<file path="src/rtl/cpu6_pkg.sv">
`default_nettype none
// ============================================================================
//  Module      : cpu6_pkg
//  Description : Shared types and constants for the CPU6 MMU / bus-cycle unit:
//                state encoding, address split, page-table entry layout and
//                the power-up image of the page table.
//  Revision    : 1.0 - initial release
// ============================================================================
package cpu6_pkg;

  // Bus-cycle sequencer states
  typedef enum logic [1:0] {
    ST_IDLE   = 2'd0,
    ST_XLATE  = 2'd1,
    ST_ACCESS = 2'd2,
    ST_DONE   = 2'd3
  } state_t;

  // Logical address split: upper bits select the page, lower bits pass through
  localparam int PAGE_SHIFT = 11;
  localparam int LOGICAL_AW = 16;

  // Page table geometry and entry layout
  localparam int PT_ENTRIES    = 256;
  localparam int PT_INDEX_W    = 8;
  localparam int PTE_W         = 8;
  localparam int PTE_FRAME_LSB = 0;
  localparam int PTE_WP_BIT    = 7;

  // Power-up table: entry n holds n[4:0], an identity map of the low 64 KB
  // repeated in every map set, write-protect clear.
  function automatic logic [PT_ENTRIES*PTE_W-1:0] pt_init_image();
    logic [PT_ENTRIES*PTE_W-1:0] img;
    img = '0;
    for (int n = 0; n < PT_ENTRIES; n++) begin
      img[n*PTE_W +: PTE_W] = {3'b000, 5'(n)};
    end
    return img;
  endfunction

  localparam logic [PT_ENTRIES*PTE_W-1:0] PT_INIT = pt_init_image();

endpackage
`default_nettype wire

</file>
<file path="src/rtl/cpu6_page_ram.sv">
`default_nettype none
// ============================================================================
//  Module      : cpu6_page_ram
//  Description : 256 x 8 page-table RAM, one write port and one registered
//                read port. A read and write to the same entry on the same
//                edge returns the old contents. Contents survive reset and
//                power up as the identity image from cpu6_pkg.
//  Revision    : 1.0 - initial release
// ============================================================================
module cpu6_page_ram
  import cpu6_pkg::*;
(
  input  logic                  clk,
  input  logic                  i_we,
  input  logic [PT_INDEX_W-1:0] i_waddr,
  input  logic [PTE_W-1:0]      i_wdata,
  input  logic                  i_re,
  input  logic [PT_INDEX_W-1:0] i_raddr,
  output logic [PTE_W-1:0]      o_rdata
);

  // Flat storage so the power-up image can be given as a single constant
  logic [PT_ENTRIES*PTE_W-1:0] r_mem = PT_INIT;
  logic [PTE_W-1:0]            r_rdata;

  // Write and registered read share one edge; non-blocking update gives read-old
  always_ff @(posedge clk) begin
    if (i_we) begin
      r_mem[{i_waddr, 3'b000} +: PTE_W] <= i_wdata;
    end
    if (i_re) begin
      r_rdata <= r_mem[{i_raddr, 3'b000} +: PTE_W];
    end
  end

  assign o_rdata = r_rdata;

endmodule
`default_nettype wire

</file>
<file path="src/rtl/cpu6_mmu_bus.sv">
`default_nettype none
// ============================================================================
//  Module      : cpu6_mmu_bus
//  Description : Translates one 16-bit logical request at a time through the
//                page table into a FRAME_BITS+11 bit physical address and runs
//                a memory bus cycle with WAIT_STATES extra cycles plus
//                mem_wait stretch. Returns a one-cycle response pulse.
//                Optional feature macro: CPU6_MMU_WP_EN (entry bit 7 acts as
//                write-protect; protected writes fault without a bus cycle).
//  Revision    : 1.0 - initial release
// ============================================================================
module cpu6_mmu_bus #(
  parameter int WAIT_STATES = 2,
  parameter int FRAME_BITS  = 7
) (
  input  logic                  clock,
  input  logic                  reset,
  input  logic                  req_valid,
  output logic                  req_ready,
  input  logic                  req_write,
  input  logic [15:0]           req_addr,
  input  logic [7:0]            req_wdata,
  output logic                  rsp_valid,
  output logic [7:0]            rsp_rdata,
  output logic                  rsp_fault,
  input  logic [2:0]            pt_base,
  input  logic                  pt_we,
  input  logic [7:0]            pt_index,
  input  logic [7:0]            pt_data,
  output logic [FRAME_BITS+10:0] mem_addr,
  output logic                  mem_rd,
  output logic                  mem_wr,
  output logic [7:0]            mem_wdata,
  input  logic [7:0]            mem_rdata,
  input  logic                  mem_wait
);
  import cpu6_pkg::*;

  state_t                    r_state;
  logic                      r_ready;
  logic                      r_write;
  logic [PAGE_SHIFT-1:0]     r_off;
  logic [3:0]                r_cnt;
  logic [FRAME_BITS+10:0]    r_mem_addr;
  logic                      r_mem_rd;
  logic                      r_mem_wr;
  logic [7:0]                r_mem_wdata;
  logic                      r_rsp_valid;
  logic [7:0]                r_rsp_rdata;
  logic                      r_rsp_fault;

  logic                      w_hs;
  logic [PT_INDEX_W-1:0]     w_pt_rd_idx;
  logic [PTE_W-1:0]          w_entry;
  logic [FRAME_BITS-1:0]     w_frame;
  logic                      w_wp_fault;

  // The entry is fetched on the handshake edge, so it is ready throughout
  // XLATE and a table write landing during XLATE cannot affect this request.
  assign w_hs        = (r_state == ST_IDLE) && req_valid;
  assign w_pt_rd_idx = {pt_base, req_addr[LOGICAL_AW-1:PAGE_SHIFT]};
  assign w_frame     = w_entry[PTE_FRAME_LSB +: FRAME_BITS];

  cpu6_page_ram u_page_ram (
    .clk     (clock),
    .i_we    (pt_we),
    .i_waddr (pt_index),
    .i_wdata (pt_data),
    .i_re    (w_hs),
    .i_raddr (w_pt_rd_idx),
    .o_rdata (w_entry)
  );

`ifdef CPU6_MMU_WP_EN
  assign w_wp_fault = r_write & w_entry[PTE_WP_BIT];
`else
  // Bit 7 is stored in the table but carries no meaning in this build
  logic w_unused_wp;
  assign w_unused_wp = w_entry[PTE_WP_BIT];
  assign w_wp_fault  = 1'b0;
`endif

  // Request sequencer: IDLE -> XLATE -> ACCESS (timed) -> DONE -> IDLE
  always_ff @(posedge clock) begin
    if (reset) begin
      r_state     <= ST_IDLE;
      r_ready     <= 1'b1;
      r_write     <= 1'b0;
      r_off       <= '0;
      r_cnt       <= 4'd0;
      r_mem_addr  <= '0;
      r_mem_rd    <= 1'b0;
      r_mem_wr    <= 1'b0;
      r_mem_wdata <= 8'h00;
      r_rsp_valid <= 1'b0;
      r_rsp_rdata <= 8'h00;
      r_rsp_fault <= 1'b0;
    end else begin
      case (r_state)
        ST_IDLE: begin
          if (req_valid) begin
            r_write     <= req_write;
            r_off       <= req_addr[PAGE_SHIFT-1:0];
            r_mem_wdata <= req_wdata;
            r_ready     <= 1'b0;
            r_state     <= ST_XLATE;
          end
        end
        ST_XLATE: begin
          if (w_wp_fault) begin
            r_rsp_valid <= 1'b1;
            r_rsp_fault <= 1'b1;
            r_rsp_rdata <= 8'hFF;
            r_state     <= ST_DONE;
          end else begin
            r_mem_addr  <= {w_frame, r_off};
            r_mem_rd    <= ~r_write;
            r_mem_wr    <= r_write;
            r_cnt       <= 4'(WAIT_STATES);
            r_state     <= ST_ACCESS;
          end
        end
        ST_ACCESS: begin
          // mem_wait only matters once the programmed wait states are spent
          if (r_cnt == 4'd0) begin
            if (!mem_wait) begin
              r_mem_rd    <= 1'b0;
              r_mem_wr    <= 1'b0;
              r_rsp_valid <= 1'b1;
              r_rsp_rdata <= r_write ? 8'h00 : mem_rdata;
              r_state     <= ST_DONE;
            end
          end else begin
            r_cnt <= r_cnt - 4'd1;
          end
        end
        ST_DONE: begin
          r_rsp_valid <= 1'b0;
          r_rsp_fault <= 1'b0;
          r_ready     <= 1'b1;
          r_state     <= ST_IDLE;
        end
        default: begin
          r_ready <= 1'b1;
          r_state <= ST_IDLE;
        end
      endcase
    end
  end

  assign req_ready = r_ready;
  assign rsp_valid = r_rsp_valid;
  assign rsp_rdata = r_rsp_rdata;
  assign rsp_fault = r_rsp_fault;
  assign mem_addr  = r_mem_addr;
  assign mem_rd    = r_mem_rd;
  assign mem_wr    = r_mem_wr;
  assign mem_wdata = r_mem_wdata;

endmodule
`default_nettype wire

</file>
<file path="config.mk">
export PLATFORM = sky130hd
export DESIGN_NAME = cpu6_mmu_bus
export DESIGN_NICKNAME = d
export VERILOG_FILES = /design/src/rtl/cpu6_pkg.sv /design/src/rtl/cpu6_page_ram.sv /design/src/rtl/cpu6_mmu_bus.sv
export SDC_FILE = /design/constraint.sdc
export NUM_CORES = 2
export LEC_CHECK = 0
export ABC_AREA = 1
export CAP_MARGIN = 40
export CELL_PAD_IN_SITES_DETAIL_PLACEMENT = 0
export CELL_PAD_IN_SITES_GLOBAL_PLACEMENT = 1
export CORE_ASPECT_RATIO = 0.9
export CORE_MARGIN = 2
export CORE_UTILIZATION = 45
export DETAILED_ROUTE_END_ITERATION = 7
export GPL_TIMING_DRIVEN = 0
export PLACE_DENSITY_LB_ADDON = 0.1
export REMOVE_ABC_BUFFERS = 1
export SLEW_MARGIN = 10
export SYNTH_ARGS = -nofsm -noshare
export SYNTH_HDL_FRONTEND = slang
export SYNTH_SLANG_ARGS = --single-unit
</file>
<file path="constraint.sdc">
create_clock -name clock -period 3.9 [get_ports clock]
set_clock_uncertainty 0.15 [all_clocks]
set_input_delay 0.78 -clock clock [delete_from_list [all_inputs] [get_ports clock]]
set_output_delay 0.78 -clock clock [all_outputs]
set_load 0.005 [all_outputs]
</file>
# Word level (Yosys, flattened, before mapping)
# Cells that the tools add are included.
[classes]
add_sub_neg = 2
muxes = 17
reduce_logical = 13
shifts = 3
eq_ne = 7
bitwise_logic = 2
[op_table]
columns = ["op", "n"]
rows = [
  ["bitwise mux 2048 bit", 1],
  ["variable shift 8 x 13 -> 2048 bit, first input constant", 1],
  ["indexed part select 2048 x 12 -> 7 bit", 1],
  ["indexed part select 8 x 13 -> 2048 bit", 1],
  ["negation 11 -> 13 bit", 1],
  ["AND reduction 3 bit", 4],
  ["2-to-1 mux 8 bit", 1],
  ["!= test 2 bit, second input constant", 4],
  ["case mux 1 bit (2 select lines)", 4],
  ["case mux 2 bit (4 select lines)", 1],
  ["case mux 4 bit (2 select lines)", 1],
  ["2-to-1 mux 2 bit", 3],
  ["AND reduction 2 bit", 3],
  ["nonzero test 2 bit", 3],
  ["2-to-1 mux 1 bit", 5],
  ["equality test 2 bit, second input constant", 2],
  ["zero test 4 bit", 1],
  ["2-to-1 mux 4 bit", 1],
  ["subtractor 4 x 1 -> 4 bit, second input constant", 1],
  ["equality test 2 x 1 -> 1 bit, second input constant", 1],
  ["zero test 2 bit", 1],
  ["NOT 1 bit", 2],
  ["logical AND 1 bit", 1],
]
[totals]
word_cells = 57
output_inout_bits = 39
ff_bits = 2111
input_bits = 57

# Depth between registers and ports, before layout
[depth]
word_depth = 3
mapped_depth = 17
depth_no_buf = 16

# Modules after synthesis
# From an unflattened synthesis, not the netlist that was laid out.
[hier_totals]
hier_cells = 10897
hier_area_um2 = 99376.6
[modules_own_cells]
columns = ["module", "cells_each", "seq_area_each_um2", "area_per_inst_um2", "n_inst"]
rows = [
  ["cpu6_page_ram", 10608, 61739.2, 97089.4, 1],
  ["cpu6_mmu_bus", 289, 1121.1, 2287.2, 1],
]

# Worst setup path after synthesis
# Ideal clock, no wire load.
[synth_path]
path_type = "in2reg"
startpoint = "input port pt_index[0]"
endpoint = "register u_page_ram.r_mem[1080] (enable)"
setup_ns = 0.360
arrival_time_ns = 3.032
stages = 15
required_time_ns = 3.390
slack_ns = 0.358
n_path_buf = 4
path_cell_list = "buf_4 -> inv_2 -> ha_1 -> inv_1 -> or2_1 -> nor2_1 -> nand2_1 -> nor2_2 -> xor2_2 -> inv_2 -> buf_2 -> clkbuf_1 -> clkbuf_1 -> nand3_1 -> nor2_1"
[synth_rtl]
columns = ["item", "line_no", "source"]
rows = [
  ["start: declaration", "cpu6_mmu_bus.sv:28", "input logic [7:0] pt_index,"],
  ["end signal: indexed assignment", "cpu6_page_ram.sv:29", "r_mem[{i_waddr, 3'b000} +: PTE_W] <= i_wdata;"],
  ["end: declaration", "cpu6_page_ram.sv:23", "logic [PT_ENTRIES*PTE_W-1:0] r_mem = PT_INIT;"],
]

==> impl_results.md <==
* Mapped Cells at 10,100
* Die height at 426 um
* Sequential area share after synthesis at 0.620
* Synth area leader: edfxtp_1
* Endpoints failing setup at 26
* Cell Rows at between 150 and 200
* Hold-fix buffers, CTS at 0
* Crit path DAT at roughly 4.3 ns
* Hold WC Path Type: in2reg
* Post-DRT Antenna Nets at 0
* Most common cell in the synthesized netlist: nand2_1
* Syn-to-layout area delta at 15.2%
* Ys async rst share at 0
* Die width at 473 um
* Initial antenna violation count at 10
* Final worst slack at -0.0631 ns
* Post-synth top cells: nand2_1 (2,545), nor2_1 (2,273), nand3_1 (1,916), edfxtp_1 (1,799), clkbuf_1 (637)
* WL/cell at roughly 30 um
* Startpoint type of the worst setup path: primary input
* Max FO, Critical Path at 100
* Final hold viol count at 0
* Layout cells sized above 1 at 0.0845
* Failing checks: negative setup slack
* Core region area at about 200,000 sq um
* Drt initial violations at 11,100
* Starting density of the core at 0.453
* CTS buffer count at around 200
* Top-area cell type share of the netlist area at 0.607
* Fmax achieved at 252 MHz
* Vias in the first global route at ~68,000
* Post-synthesis cell area at just under 90,000 sq um
* Slew Limit Headroom at 0.330
* DRC errors left at 0
* P_leak at 34.5 nW
* I/O pin cnt at 96
* RePlAce Congestion at roughly 0.96
* Max-slew violations at 0
* Drt total wl at roughly 370 mm
* Synth Warn # at 0
* Root buffer cell: clkbuf_16
* Syn avg cell area at about 9 sq um
* Fin crit share at 1.02
* Gr usage total at 0.357
* Worst path top cell family by delay: simple AND/OR/NAND/NOR gates
* PortBufs at 93
* Post-synth EDFFs at approximately 1,800
* CTS Buffer Depth at 3
* Die area at roughly 200,000 sq um
* HPWL after DPL at 234 mm
* Peak VDD IR at around 0.00048 V
* H-tree level count at 4
* Via density per instance at 5.98
* Status: complete, but fails checks
* First-pass GRT wire length at around 510 mm
* Dpl ws at -2.62 ns
* Slowest-stage cell, CP: nor2_2
* Layout Cells excl Fill at between 10,000 and 15,000
* PwrDens at between 400 and 500 nW/um^2
* Critical path required time at between 4 and 5 ns
* Crit Path Class: in2reg
* Layout Utilization at 0.522
* Crit-path cells: clkdlybuf4s15_2, inv_1, ha_1, inv_1, or2_1, nor2_2, nand2_4, nor2_4, xor2_4, buf_16, buf_12, buf_16, inv_16, buf_16, nand3_1, nor2_2
* TritonCTS clock tree: done
* Buffers and inverters on the worst path at 8
* Cells taking the most area after synthesis: edfxtp_1 (61%), nand3_1 (11%), nand2_1 (11%), nor2_1 (9.6%), clkbuf_1 (2.7%)
* Grt total ovfl at 0
* DP Cell Count at 12,100
* Slowest stage delay, CP at roughly 0.5 ns
* Number of synthesized register bits at ~1,900
* Critical Path Most Common Cell: buf_16
* Synth unique cells at 28
* Setup crit end kind: flop
* Via count at 74,800
* Worst Tran Pin Value at ~1 ns
* Placed inst area at ~93,000 sq um
* Clk Latency, worst-skew pair at around 0.88 ns
* Post-route cell area at 102,000 sq um
* Drt first pass iters at 7
* Max_cap viols at 0
* Clk slew on worst S/H paths at around 0.06 ns
* RSZ-0062 raised after global routing: true
* CTS Sinks at approximately 1,900
* Fin crit period at a little under 4 ns
* Largest net degree at the start of global routing at about 130
* Final nets at approximately 10,000
* Main synth FF type: edfxtp_1
[path summary, 6_finish.rpt]
kind                     from                    end  slack, ns  cells after the start
hold reg to reg      r_cnt[0]               r_cnt[0]       0.31                      1
hold / removal     pt_data[0]  u_page_ram.r_mem[816]       0.25                      3
setup reg to reg   r_state[1]               r_cnt[2]       0.89                      8
setup / recovery  pt_index[1]  u_page_ram.r_mem[346]      -0.06                     16
[sequential cells by signal, indices dropped and copies added, names as in the netlist]
| signal | cells |
|---|---|
| mem_addr | 18 |
| mem_rd | 1 |
| mem_wdata | 8 |
| mem_wr | 1 |
| r_cnt | 4 |
| r_off | 11 |
| r_state | 2 |
| r_write | 1 |
| req_ready | 1 |
| rsp_rdata | 8 |
| rsp_valid | 1 |
| u_page_ram.o_rdata | 7 |
| u_page_ram.r_mem | 1792 |
[cells by family after synthesis]
kind of cell / count (synthesis) / share of synthesized area
AND/OR/NAND/NOR: 6979 / 0.325
flip-flops: 1855 / 0.620
buffers and inverters: 1145 / 0.0490
AO/OA/AOI/OAI: 67 / 0.00383
adder cells (fa/ha/maj): 8 / 0.00113
XOR/XNOR: 4 / 0.000774
other: 1 / 0.0000422
[placed cells by master (no fill, tap or decap), types with 15 or more instances in the layout]
| cell | n |
|---|---|
| nand2_1 | 2528 |
| nor2_1 | 2024 |
| nand3_1 | 1881 |
| edfxtp_1 | 1799 |
| inv_1 | 320 |
| nor3_1 | 223 |
| clkbuf_16 | 216 |
| nor2_4 | 167 |
| nor2_2 | 96 |
| buf_16 | 95 |
| clkdlybuf4s50_1 | 76 |
| clkbuf_1 | 57 |
| dfxtp_1 | 56 |
| buf_4 | 51 |
| clkinv_1 | 49 |
| o21ai_0 | 46 |
| clkinv_2 | 33 |
| nand3_2 | 33 |
| buf_12 | 21 |
| a21oi_1 | 18 |
| buf_6 | 15 |
[cell type report]
type                            count  area (sq um)
Timing Repair inverter              2          17.5
Tap cell                         2574          3220
Clock buffer                      268          5420
Timing Repair Buffer              300          5240
Multi-Input combinational cell   7060         31300
Fill cell                       18200         93700
Inverter                          350          1450
Antenna cell                       11          27.5
Sequential cell                  1855         55100
Clock inverter                     97           667
[where the power goes]
| part | switching (mW) | total [mW] | internal, mW | leakage (nW) |
|---|---|---|---|---|
| Combinational | 3.85 | 5.25 | 1.40 | 18.7 |
| Sequential | 0.139 | 21.9 | 21.8 | 12.9 |
| Clock | 8.15 | 18.3 | 10.1 | 2.98 |
| Total | 12.1 | 45.5 | 33.3 | 34.5 |
[tightest hold or removal path, stage by stage]
cell and delay (ns):
buf_6 0.16, nand2_1 0.11, nor2_1 0.04
[routing by layer]
layer,track usage,part of all wire,up-vias
met4,0.176,0.057,2
met5,0,0.000035,-
met1,0.497,0.40,36600
met2,0.514,0.43,4505
li1,-,-,33000
met3,0.0965,0.12,718
[through the flow]
| step | hold slack, ns | TNS (ns) | power (mW) |
|---|---|---|---|
| floorplan | 0.278 | - | 25.0 |
| global placement | 0.296 | - | 28.3 |
| detailed placement | 0.296 | -5600.46 | 27.1 |
| CTS | 0.213 | -2.28 | 45.3 |
| global route | 0.254 | -0.458 | 46.6 |
| finish | 0.254 | -0.730 | 45.5 |
[timing repair]
item / in CTS / in global routing
gates cloned: 20 / 13
endpoints found under the hold margin: 0 / 0
setup buffers: 7 / 17
resized for setup: 364 / 125
endpoints found under the setup margin: 3446 / 1834
pin swaps: 3 / 6
Power figures use the tool's default switching activity.
